`src/rtl/gemm_batch_seq.sv`:
```
// gemm_batch_seq: GEMM batch sequencer for param/src loading, s_init generation and output buffer drain
module gemm_batch_seq #(
  parameter int SRC_DEPTH = 32,
  parameter int DST_DEPTH = 16,
  parameter int PRM_BANKS = 4,
  parameter int PRM_DEPTH = 8,
  localparam int SAW = $clog2(SRC_DEPTH),
  localparam int DAW = $clog2(DST_DEPTH),
  localparam int PAW = $clog2(PRM_DEPTH),
  localparam int BW = PRM_BANKS > 1 ? $clog2(PRM_BANKS) : 1
) (
  input  logic                 clk,
  input  logic                 reset,
  input  logic                 matw,
  input  logic                 run,
  input  logic                 src_valid,
  output logic                 src_ready,
  output logic                 s_init,
  input  logic                 s_fin,
  output logic                 dst_valid,
  input  logic                 dst_ready,
  output logic                 src_v,
  output logic [SAW-1:0]       src_a,
  output logic [PRM_BANKS-1:0] prm_v,
  output logic [PAW-1:0]       prm_a,
  output logic                 dst_v,
  output logic [DAW-1:0]       dst_a,
  output logic                 busy,
  output logic                 batch_done,
  output logic                 prm_done,
  output logic                 ovf_err
);
  typedef enum logic {D_IDLE, D_RUN} dstate_e;
  dstate_e        st_q, st_d;
  logic [PAW-1:0] prm_a_q, prm_a_d;
  logic [BW-1:0]  bank_q, bank_d;
  logic [SAW-1:0] sa_q, sa_d;
  logic [DAW-1:0] da_q, da_d;
  logic           prm_done_q, prm_done_d, s_init_q, s_init_d, fin_pend_q, fin_pend_d;
  logic           batch_done_q, batch_done_d, ovf_q, ovf_d;
  logic           acc, last, word_end, bank_end;
  always_comb begin
    src_ready    = matw | (run & ~fin_pend_q);
    acc          = src_valid & src_ready;
    src_v        = acc & ~matw;
    prm_v        = (matw & acc) ? PRM_BANKS'(1) << bank_q : '0;
    prm_a        = prm_a_q;
    src_a        = sa_q;
    dst_a        = da_q;
    s_init       = s_init_q;
    prm_done     = prm_done_q;
    batch_done   = batch_done_q;
    ovf_err      = ovf_q;
    dst_valid    = st_q == D_RUN;
    dst_v        = dst_valid & dst_ready;
    busy         = (|sa_q) | dst_valid | fin_pend_q;
    last         = dst_v & (da_q == DAW'(DST_DEPTH - 1));
    word_end     = &prm_a_q;
    bank_end     = bank_q == BW'(PRM_BANKS - 1);
    prm_a_d      = ~matw ? '0 : acc ? prm_a_q + 1'b1 : prm_a_q;
    bank_d       = ~matw ? '0 : (acc & word_end) ? (bank_end ? '0 : bank_q + 1'b1) : bank_q;
    prm_done_d   = matw & acc & word_end & bank_end;
    sa_d         = ~run ? '0 : src_v ? sa_q + 1'b1 : sa_q;
    s_init_d     = src_v & (&sa_q);
    batch_done_d = run & last;
    st_d         = ~run ? D_IDLE
                 : (st_q == D_IDLE) ? (s_fin ? D_RUN : D_IDLE)
                 : (last & ~fin_pend_q & ~s_fin) ? D_IDLE : D_RUN;
    da_d         = (~run | last | ~dst_valid) ? '0 : dst_v ? da_q + 1'b1 : da_q;
    fin_pend_d   = ~run ? 1'b0 : last ? fin_pend_q & s_fin : fin_pend_q | (dst_valid & s_fin);
    ovf_d        = ovf_q | (run & s_fin & fin_pend_q & ~last);
  end
  always_ff @(posedge clk) begin
    if (!reset) begin
      st_q         <= D_IDLE;
      prm_a_q      <= '0;
      bank_q       <= '0;
      sa_q         <= '0;
      da_q         <= '0;
      prm_done_q   <= 1'b0;
      s_init_q     <= 1'b0;
      fin_pend_q   <= 1'b0;
      batch_done_q <= 1'b0;
      ovf_q        <= 1'b0;
    end else begin
      st_q         <= st_d;
      prm_a_q      <= prm_a_d;
      bank_q       <= bank_d;
      sa_q         <= sa_d;
      da_q         <= da_d;
      prm_done_q   <= prm_done_d;
      s_init_q     <= s_init_d;
      fin_pend_q   <= fin_pend_d;
      batch_done_q <= batch_done_d;
      ovf_q        <= ovf_d;
    end
  end
endmodule

```
`config.mk`:
```
export PLATFORM = sky130hd
export DESIGN_NAME = gemm_batch_seq
export DESIGN_NICKNAME = d
export VERILOG_FILES = /design/src/rtl/gemm_batch_seq.sv
export SDC_FILE = /design/constraint.sdc
export NUM_CORES = 1
export LEC_CHECK = 0
export BUFFER_PORTS_ARGS = -buffer_cell sky130_fd_sc_hd__buf_2
export CAP_MARGIN = 40
export CORE_MARGIN = 10
export CORE_UTILIZATION = 37
export CTS_BUF_LIST = sky130_fd_sc_hd__clkbuf_2
export DETAILED_ROUTE_END_ITERATION = 12
export SETUP_SLACK_MARGIN = 0.1
export SLEW_MARGIN = 20
export SYNTH_ARGS = -nofsm -noshare
export SYNTH_HDL_FRONTEND = slang
export SYNTH_SLANG_ARGS = --single-unit
export TNS_END_PERCENT = 5
```
`constraint.sdc`:
```
create_clock -name clk -period 1.35 [get_ports clk]
set_clock_uncertainty 0.05 [all_clocks]
set_input_delay 0.27 -clock clk [delete_from_list [all_inputs] [get_ports clk]]
set_output_delay 0.27 -clock clk [all_outputs]
set_load 0.01 [all_outputs]
```
==> summary.md <==
| Metric | Value |
|---|---|
| Final GP Congestion | 0.835 |
| Slew Viols, Final | 0 |
| Yosys cell types | 28 |
| First DRT Iteration DRCs | 52 |
| Fin. Hold Viols | 0 |
| Die footprint | 5190 sq um |
| Initial Util | 39.7% |
| First-pass GRT wire length | 4.04 mm |
| Root Buffer | clkbuf_2 |
| Dpl hpwl | 1.85 mm |
| Clk sinks | 20 |
| PwrDens | 732 nW/um^2 |
| Primary FF master, synth | dfxtp_1 |
| Worst hold path cell count | 3 |
| Post-Syn Area | 1000 sq um |
| Ys Warns | 0 |
| Die Wd | 72.0 um |
| Final setup viols | 8 |
| ANT nets after route | 0 |
| Period utilisation layout | 114% |
| Post-synth top area cell | dfxtp_1 |
| R2R cell count | 5 |
| Slew HR | 80.8% |
| Critical Path, Cell by Cell | inv_4 > ha_4 > and3_4 > buf_6 |
| Worst path required time | 1.03 ns |
| CP max FO | 4 |
| Kind of critical path | reg -> out |
| Total congestion overflow | 0 |
| Vias in the first global route | 850 |
| Worst min path class | in -> reg |
| Total track usage | 9.28% |
| Buf/Inv on CP | 2 |
| Post-DR wirelength/cell | 14.0 um |
| Arr. time, crit path | 1.22 ns |
| Boundary Pins | 32 |
| Filler Cells Inserted | 215 |
| Slew @ Worst Pin | 0.287 ns |
| Final net count | 168 |
| Max incr delay on CP | 0.44 ns |
| Number of hold buffers added after CTS | 0 |
| Largest net degree at the start of global routing | 13 |
| TritonCTS Buffers | 3 |
| Syn Nets | 123 |
| Initial antenna violation count | 0 |
| Count leader, synth | dfxtp_1 |
| DRC Markers | 0 |
| Synth Register Bits | 20 |
| Final core occ | 62.2% |
| Ys async rst share | 0% |
| Slowest CP cell | dfxtp_4 |
| Core ar. | 2520 sq um |
| Wirelength, routed | 2.53 mm |
| Yosys top cell area share | 40.0% |
| Leakage | 0.699 nW |
| F_max | 648 MHz |
| Post-synth EDFFs | 0 |
| Via count | 897 |
| CP Launch Type | flop |
| Cell Area, Placed | 1260 sq um |
| Top post-synthesis cells by area | dfxtp_1 (40%), ha_1 (12%), mux2i_1 (6.0%) |
| Status | finished with violations |
| Syn_area_per_cell | 9.45 sq um |
| Clock Path Buffers | 2 |
| Clk_lat worst skew | 0.32 ns |
| TritonCTS clock tree | yes |
| Cell count along the critical path | 4 |
| IO buf count | 31 |
| Clk slew on worst S/H paths | 0.20 ns |
| Diodes inserted | 0 |
| DR vias/cell | 4.98 |
| DR pass1 iterations | 4 |
| Worst setup margin | -0.193 ns |
| Total negative slack | -1.23 ns |
| Maxcap violations | 0 |
| Die Y | 72.0 um |
| Most frequent cells after synthesis | dfxtp_1 (20), nor2_1 (14), ha_1 (10) |
| Final Cell Area | 1570 sq um |
| Failing checks | negative setup slack |
| Top delay family on crit path | flip-flops |
| Crit end category | primary output |
| RSZ-0062 raised after global routing | yes |
| Fraction of final layout cells sized beyond drive strength 1 | 58.0% |
| Min Tclk post-route | 1.54 ns |
| Worst hold margin | 0.178 ns |
| H-tree depth | 1 |
| Sequential share of the synthesized area | 40.0% |
| VDD IR-drop max | 0.697 mV |
| Synth-to-Final Area Change | 56.6% |
| Syn Inst Count | 106 |
| Number of cell rows | 18 |
==> kinds of logic (layout without fill, tap and decap cells) <==
kind of cell | count (synthesis) | after routing | share of synthesized area (%)
XOR/XNOR | 5 | 5 | 4.37
AO/OA/AOI/OAI | 8 | 8 | 5.12
flip-flops | 20 | 20 | 39.9
buffers and inverters | 9 | 53 | 4.87
AND/OR/NAND/NOR | 48 | 48 | 27.2
multiplexers | 6 | 6 | 5.99
adder cells (fa/ha/maj) | 10 | 10 | 12.5
==> worst register-to-register path: cells and delay by family, from the launching register on <==
family | cells | cell delay, ns
flip-flops | 1 | 0.39
AND/OR/NAND/NOR | 1 | 0.27
AO/OA/AOI/OAI | 2 | 0.30
buffers and inverters | 2 | 0.25
==> stage by stage <==
step / setup WS [ns] / power (mW) / instances
2_1_floorplan: 0.117 / 0.666 / 106
3_3_place_gp: 0.0673 / 0.710 / 171
3_5_place_dp: 0.0327 / 0.711 / 171
4_1_cts: -0.203 / 1.17 / 180
5_1_grt: -0.280 / 1.21 / 180
6_report: -0.193 / 1.15 / 180
==> cell usage in the layout (no fill, tap or decap), types with 2 or more instances in the layout <==
cell type  netlist  final
a21oi_1          2      2
nor2_1          14     14
clkbuf_2         0      3
and3_4           0      5
mux2i_1          6      6
dfxtp_1         20      4
dfxtp_2          0      7
buf_6            2     19
inv_2            0      2
xnor2_1          4      4
buf_2            0     17
ha_4             0      6
and2_1           2      2
o21ai_0          2      2
buf_4            0      8
inv_4            0      2
nand2_1          8      8
nand4_1          6      6
dfxtp_4          0      9
and3_1           3      2
nor4_1           2      2
ha_2             0      3
==> power by group <==
| group | internal [mW] | leakage [nW] | switching, mW |
|---|---|---|---|
| sequential | 0.580 | 0.172 | 0.00731 |
| combinational | 0.0588 | 0.500 | 0.0589 |
| clock | 0.256 | 0.0266 | 0.187 |
| total | 0.895 | 0.699 | 0.254 |
==> layout make-up <==
type                            count  area [sq um]  area share, %
Sequential cell                    20           443           28.2
Clock buffer                        3          15.0          0.957
Timing Repair Buffer               44           359           22.9
Multi-Input combinational cell     77           661           42.1
Inverter                            5          23.8           1.52
Clock inverter                      1          30.0           1.91
Tap cell                           30          37.5           2.39
==> what timing repair did <==
action                     CTS  global route
setup endpoints to repair   21            34
pin swaps                    9             3
resized for setup           40            22
hold endpoints to repair     0             0
setup buffers                5             0
==> state kept, by name (all words and copies together) (netlist names) <==
signal      flops
s_init          1
fin_pend_q      1
prm_a           3
bank_q          2
dst_a           4
dst_valid       1
prm_done        1
ovf_err         1
batch_done      1
src_a           5
==> routing by layer <==
layer	share of wire (%)	wire length (um)	GRT usage, %
met5	0	0	0
met4	0.24	6	1.29
met3	9.5	240	5.03
met2	47	1180	15.0
met1	44	1100	10.8
==> final timing paths <==
check,slack (ns),endpoint,startpoint
worst max-delay path,-0.19,prm_v[0],bank_q[0]
worst min-delay path,0.18,ovf_err,s_fin
worst max register to register,0.02,src_a[2],fin_pend_q
worst min register to register,0.43,ovf_err,ovf_err
(Power assumes the default switching activity.)
